[config.mk]
export PLATFORM = sky130hd
export DESIGN_NAME = pcm_i2s_tx
export DESIGN_NICKNAME = d
export VERILOG_FILES = /design/src/rtl/pcm_i2s_tx_pkg.sv /design/src/rtl/pcm_fifo.sv /design/src/rtl/pcm_i2s_tx.sv
export SDC_FILE = /design/constraint.sdc
export NUM_CORES = 1
export LEC_CHECK = 0
export CORE_ASPECT_RATIO = 0.6
export CORE_MARGIN = 2
export CORE_UTILIZATION = 60
export CTS_CLUSTER_DIAMETER = 100
export DETAILED_ROUTE_END_ITERATION = 6
export PLACE_DENSITY = 0.79
export SYNTH_ARGS = -nofsm -noshare
export SYNTH_HDL_FRONTEND = slang
export SYNTH_SLANG_ARGS = --single-unit
[constraint.sdc]
create_clock -name clk -period 9.1 [get_ports clk]
set_input_delay 1.365 -clock clk [delete_from_list [all_inputs] [get_ports clk]]
set_output_delay 1.365 -clock clk [all_outputs]
set_load 0.05 [all_outputs]
[src/rtl/pcm_i2s_tx_pkg.sv]
// Shared audio definitions: default sample width, frame length helper and the
// LRCK slot polarity used by the clock generator, filter and this I2S sink.
package pcm_i2s_tx_pkg;

  localparam int unsigned I2S_W = 16;

  // Word-select levels on i2s_lrck.
  localparam logic LRCK_LEFT  = 1'b0;
  localparam logic LRCK_RIGHT = 1'b1;

  // One I2S frame carries both channels, so it is 2*w BCLK periods long.
  function automatic int unsigned frame_len(input int unsigned w);
    return 2 * w;
  endfunction

endpackage

[src/rtl/pcm_fifo.sv]
// Synchronous first-word-fall-through FIFO for stereo PCM entries.
// Pointers carry one extra MSB so full and empty are distinguishable.
// DEPTH_LOG2 must be at least 1.
module pcm_fifo #(
  parameter int unsigned WIDTH      = 32,
  parameter int unsigned DEPTH_LOG2 = 3
) (
  input  logic                  clk,
  input  logic                  rst,
  input  logic                  push,
  input  logic                  pop,
  input  logic [WIDTH-1:0]      din,
  output logic [WIDTH-1:0]      dout,
  output logic                  full,
  output logic                  empty,
  output logic [DEPTH_LOG2:0]   level
);

  localparam int unsigned Depth = 2 ** DEPTH_LOG2;

  logic [WIDTH-1:0]    mem_q [Depth];
  logic [DEPTH_LOG2:0] wr_ptr_q, wr_ptr_d;
  logic [DEPTH_LOG2:0] rd_ptr_q, rd_ptr_d;
  logic                do_push, do_pop;

  // Occupancy flags derive only from registered pointers.
  assign empty = (wr_ptr_q == rd_ptr_q);
  assign full  = (wr_ptr_q[DEPTH_LOG2] != rd_ptr_q[DEPTH_LOG2]) &&
                 (wr_ptr_q[DEPTH_LOG2-1:0] == rd_ptr_q[DEPTH_LOG2-1:0]);
  assign level = wr_ptr_q - rd_ptr_q;
  assign dout  = mem_q[rd_ptr_q[DEPTH_LOG2-1:0]];

  // A simultaneous pop frees the slot, so a push while full is still accepted.
  always_comb begin
    do_pop   = pop && !empty;
    do_push  = push && (!full || do_pop);
    wr_ptr_d = wr_ptr_q;
    rd_ptr_d = rd_ptr_q;
    if (do_push) wr_ptr_d = wr_ptr_q + 1'b1;
    if (do_pop)  rd_ptr_d = rd_ptr_q + 1'b1;
  end

  // Pointer registers.
  always_ff @(posedge clk or posedge rst) begin
    if (rst) begin
      wr_ptr_q <= '0;
      rd_ptr_q <= '0;
    end else begin
      wr_ptr_q <= wr_ptr_d;
      rd_ptr_q <= rd_ptr_d;
    end
  end

  // Storage array; contents need no reset because empty masks them.
  always_ff @(posedge clk) begin
    if (do_push) mem_q[wr_ptr_q[DEPTH_LOG2-1:0]] <= din;
  end

endmodule

[src/rtl/pcm_i2s_tx.sv]
// I2S transmitter: buffers stereo PCM samples and serialises them MSB first
// with the standard one-BCLK delay after LRCK changes. All serial state moves
// on BCLK falling events derived from a clk divider.
module pcm_i2s_tx
  import pcm_i2s_tx_pkg::*;
#(
  parameter int unsigned W          = I2S_W,
  parameter int unsigned BCLK_DIV   = 4,
  parameter int unsigned DEPTH_LOG2 = 3
) (
  input  logic                clk,
  input  logic                rst,
  input  logic                stb_in,
  input  logic [W-1:0]        din_left,
  input  logic [W-1:0]        din_right,
  output logic                full,
  output logic [DEPTH_LOG2:0] level,
  output logic                overflow,
  output logic                underrun,
  output logic                i2s_bclk,
  output logic                i2s_lrck,
  output logic                i2s_sd
);

  localparam int unsigned Frame = frame_len(W);
  localparam int unsigned CntW  = $clog2(Frame);
  localparam int unsigned DivW  = (BCLK_DIV > 1) ? $clog2(BCLK_DIV) : 1;

  localparam logic [DivW-1:0] DivLast = DivW'(BCLK_DIV - 1);
  localparam logic [CntW-1:0] CntLast = CntW'(Frame - 1);
  localparam logic [CntW-1:0] CntHalf = CntW'(W);
  // Load one BCLK after LRCK falls so the MSB follows the I2S delay slot.
  localparam logic [CntW-1:0] CntLoad = CntW'(1);

  logic [DivW-1:0]  div_q, div_d;
  logic             bclk_q, bclk_d;
  logic             lrck_q, lrck_d;
  logic             sd_q, sd_d;
  logic [CntW-1:0]  bit_cnt_q, bit_cnt_d;
  logic [Frame-1:0] shreg_q, shreg_d;
  logic             overflow_q, overflow_d;
  logic             underrun_q, underrun_d;

  logic             tick, fall, pop;
  logic             fifo_empty;
  logic [Frame-1:0] fifo_dout;

  pcm_fifo #(
    .WIDTH      (Frame),
    .DEPTH_LOG2 (DEPTH_LOG2)
  ) u_fifo (
    .clk   (clk),
    .rst   (rst),
    .push  (stb_in),
    .pop   (pop),
    .din   ({din_left, din_right}),
    .dout  (fifo_dout),
    .full  (full),
    .empty (fifo_empty),
    .level (level)
  );

  // Divider, bit counter, frame load and shift; everything serial waits for a fall.
  always_comb begin
    div_d      = div_q;
    bclk_d     = bclk_q;
    lrck_d     = lrck_q;
    sd_d       = sd_q;
    bit_cnt_d  = bit_cnt_q;
    shreg_d    = shreg_q;
    underrun_d = 1'b0;
    pop        = 1'b0;

    tick = (div_q == DivLast);
    fall = tick && bclk_q;

    if (tick) begin
      div_d  = '0;
      bclk_d = ~bclk_q;
    end else begin
      div_d  = div_q + 1'b1;
    end

    if (fall) begin
      bit_cnt_d = (bit_cnt_q == CntLast) ? '0 : bit_cnt_q + 1'b1;
      lrck_d    = (bit_cnt_d >= CntHalf) ? LRCK_RIGHT : LRCK_LEFT;
      if (bit_cnt_d == CntLoad) begin
        // The head MSB goes straight to SD; the rest waits in the shifter.
        if (!fifo_empty) begin
          pop     = 1'b1;
          sd_d    = fifo_dout[Frame-1];
          shreg_d = fifo_dout << 1;
        end else begin
          sd_d       = 1'b0;
          shreg_d    = '0;
          underrun_d = 1'b1;
        end
      end else begin
        sd_d    = shreg_q[Frame-1];
        shreg_d = shreg_q << 1;
      end
    end

    overflow_d = stb_in && full && !pop;
  end

  // State and output registers; reset aborts any frame in flight.
  always_ff @(posedge clk or posedge rst) begin
    if (rst) begin
      div_q      <= '0;
      bclk_q     <= 1'b0;
      lrck_q     <= 1'b0;
      sd_q       <= 1'b0;
      bit_cnt_q  <= '0;
      shreg_q    <= '0;
      overflow_q <= 1'b0;
      underrun_q <= 1'b0;
    end else begin
      div_q      <= div_d;
      bclk_q     <= bclk_d;
      lrck_q     <= lrck_d;
      sd_q       <= sd_d;
      bit_cnt_q  <= bit_cnt_d;
      shreg_q    <= shreg_d;
      overflow_q <= overflow_d;
      underrun_q <= underrun_d;
    end
  end

  assign i2s_bclk = bclk_q;
  assign i2s_lrck = lrck_q;
  assign i2s_sd   = sd_q;
  assign overflow = overflow_q;
  assign underrun = underrun_q;

endmodule

==> impl_metrics.env <==
export IMPL_syn_area_mm2=0.01213
export IMPL_critPathMaxFanout=27
export IMPL_grt_use_total_pct=23.11
export IMPL_port_buffers=44
export IMPL_met2WireLength_mm=11.13
export IMPL_synth_area_leaders="edfxtp_1 63%, mux4_2 12%, dfrtp_1 10%, mux2i_1 2.6%, nand2_1 2.3%"
export IMPL_grt_pass1_vias=6365
export IMPL_cpMaxStageDelayCell="clkdlybuf4s50_1"
export IMPL_die_h_um=114.1
export IMPL_irDropWorstVdd_mv=0.1911
export IMPL_path_class="reg2out"
export IMPL_initial_core_util_pct=60.90
export IMPL_cp_cell_sequence="buf_4 -> inv_1 -> buf_4 -> ha_1 -> and3_1 -> nand2_1 -> inv_1 -> clkdlybuf4s50_1"
export IMPL_clk_latency_ps=540
export IMPL_layout_min_cycle_time_ps=4831
export IMPL_skew_ps=18.56
export IMPL_drive_gt1_share_pct=20.33
export IMPL_yosysWarnings=0
export IMPL_clockBufferDepth=3
export IMPL_async_flop_share_pct=16.34
export IMPL_cts_sinks=306
export IMPL_drv_slew=0
export IMPL_fp_dieW_um=187.6
export IMPL_pwr_share_clk_pct=32.3
export IMPL_cts_resized=0
export IMPL_outcome="completed"
export IMPL_nets=742
export IMPL_dpl_hpwl_mm=12.76
export IMPL_drc=0
export IMPL_fin_hold_ws_ps=433.1
export IMPL_p_per_area_mw_per_mm2=264.7
export IMPL_top_layer_used="met4"
export IMPL_power_w=0.003671
export IMPL_synth_edff_count=256
export IMPL_period_share_pct=53.08
export IMPL_ys_seq_elements=306
export IMPL_drtAntennaViolNets=0
export IMPL_synth_seq_area_share_pct=73.69
export IMPL_worst_ep_arrival_time_ps=3470
export IMPL_maxSlewHeadroom_pct=34.03
export IMPL_synth_ff_type="edfxtp_1"
export IMPL_p_comb_share_pct=18.1
export IMPL_path_clk_slew_ps=60
export IMPL_gp_congestion=0.8696
export IMPL_drtPass1Iterations=5
export IMPL_setup_tns_final_ps=0
export IMPL_p_leak_nw=4.865
export IMPL_wire_per_inst_um=24.17
export IMPL_post_route_util_pct=69.62
export IMPL_via_count=6268
export IMPL_grt_max_degree=52
export IMPL_wl_met3_mm=1.799
export IMPL_synth_top_cell_by_area="edfxtp_1"
export IMPL_numCtsBuffers=27
export IMPL_p_int_w=0.002706
export IMPL_yosysTopAreaCellShare_pct=63.37
export IMPL_p_sw_w=0.0009649
export IMPL_cp_required_ps=7740
export IMPL_netSwitchingFraction_pct=26.29
export IMPL_syn_mean_instance_area_um2=18.89
export IMPL_area_delta_synth_final_pct=14.32
export IMPL_final_fill_count=1273
export IMPL_synth_most_common_cell="edfxtp_1"
export IMPL_max_cap_violations=0
export IMPL_cts_tree="built"
export IMPL_finalSetupViolations=0
export IMPL_grt_pass1_wl_mm=37.07
export IMPL_wl_mm=23.96
export IMPL_htree_levels=1
export IMPL_hold_buffers=0
export IMPL_m1WireLength_mm=10.62
export IMPL_cts_root_buffer="clkbuf_16"
export IMPL_cp_end_kind="output port"
export IMPL_netlist_instances=642
export IMPL_hold_violations=0
export IMPL_clock_fmax_ghz=0.2070
export IMPL_pwr_share_seq_pct=49.6
export IMPL_synth_nets=687
export IMPL_ys_types=43
export IMPL_critPathLaunchType="flop"
export IMPL_drt_iter0_drc=626
export IMPL_io_pins=45
export IMPL_slowest_delay_ps=810
export IMPL_rsz0062_at_grt="false"
export IMPL_dieArea_mm2=0.02141
export IMPL_antenna_cells=0
export IMPL_worstMarginPinSlew_ps=989.5
export IMPL_synth_commonest_cells="256 x edfxtp_1, 75 x nand2_1, 64 x mux4_2"
export IMPL_rows=40
export IMPL_grt_overflow=0
export IMPL_routed_via_density=6.325
export IMPL_antenna_found_initial=0
export IMPL_cts_setup_buffers=0
export IMPL_hold_class="reg2reg"
export IMPL_core_area_mm2=0.01992
## power groups by stage
stage | Combinational (W) | Sequential (W) | Clock [W]
after floorplan | 0.000468 | 0.00183 | 0
after global placement | 0.000648 | 0.00183 | 0
after detailed placement | 0.000664 | 0.00185 | 0
after CTS | 0.000668 | 0.00182 | 0.00120
after global routing | 0.000712 | 0.00184 | 0.00126
final | 0.000665 | 0.00182 | 0.00118
## worst max-delay path, delay by kind of cell (launching register included)
family	cells	cell delay, ps
DFF	1	330
and+or+nand+nor	2	460
buffers and inverters	5	1720
adders and majority gates	1	410
## state kept, by name, indices dropped and copies added, names as in the netlist
name	flops
u_fifo.wr_ptr_q	4
div_q	2
u_fifo.rd_ptr_q	4
i2s_sd	1
shreg_q	31
underrun	1
i2s_lrck	1
bit_cnt_q	4
i2s_bclk	1
overflow	1
u_fifo.mem_q	256
## logic make-up (layout without fill, tap and decap cells)
family,count (synthesis),count (layout),synth area share [%]
buf+inv,48,124,1.743
xor+xnor,9,9,0.6499
flops,306,306,73.69
fa+ha+maj,10,10,1.093
simple gates,114,114,4.167
compound gates,56,56,3.827
mux,99,99,14.83
## layer usage
layer	GRT usage, %	vias to the layer above
li1	-	2689
met1	35.11	3281
met2	35.95	262
met3	4.291	36
met4	4.987	0
met5	0	-
## cell type report
class	instances	area, um2	share of cell area, %
clock buffer	39	800.8	5.775
clock inverter	11	137.6	0.9925
inverter	14	52.55	0.3790
multi-input combinational	288	3030	21.85
sequential	306	8944	64.50
tap	273	341.6	2.463
timing repair buffer	60	560.5	4.042
## path summary, 6_finish.rpt
kind	end	startpoint	depth (start not counted)	slack, ps
setup / recovery	full	u_fifo.rd_ptr_q[2]	8	4270
hold / removal	div_q[0]	div_q[0]	1	430
setup reg to reg	u_fifo.mem_q[4][25]	u_fifo.rd_ptr_q[2]	9	5460
hold reg to reg	div_q[0]	div_q[0]	1	430
max in group asynchronous	u_fifo.rd_ptr_q[0]	rst	3	7210
min in group asynchronous	shreg_q[18]	rst	3	1340
## placed cells by master (no fill, tap or decap), types with 2 or more instances in the layout
| cell type | n |
|---|---|
| a211o_1 | 2 |
| a21oi_1 | 2 |
| a221oi_1 | 2 |
| and2_1 | 2 |
| and3_1 | 6 |
| buf_4 | 16 |
| bufinv_16 | 3 |
| clkbuf_1 | 4 |
| clkbuf_16 | 27 |
| clkbuf_8 | 8 |
| clkdlybuf4s50_1 | 44 |
| clkinv_2 | 6 |
| dfrtp_1 | 48 |
| edfxtp_1 | 256 |
| ha_1 | 9 |
| inv_1 | 12 |
| mux2_2 | 3 |
| mux2i_1 | 31 |
| mux4_2 | 64 |
| nand2_1 | 75 |
| nand2b_1 | 3 |
| nand3_1 | 5 |
| nor2_1 | 4 |
| nor2b_1 | 2 |
| nor3_1 | 3 |
| nor3_2 | 2 |
| nor4_2 | 6 |
| o211ai_1 | 3 |
| o21ai_0 | 8 |
| o221ai_1 | 30 |
| o311ai_0 | 2 |
| xnor2_1 | 6 |
| xor2_1 | 3 |
## through the flow
stage | setup slack [ps] | instances | area, um2
finish | 4269 | 991 | 13870
global route | 4112 | 991 | 13870
CTS | 4289 | 991 | 13870
detailed placement | 4860 | 941 | 12930
global placement | 4943 | 941 | 12930
floorplan | 3461 | 642 | 12130
Note: power is estimated with default switching activity, not from simulation.
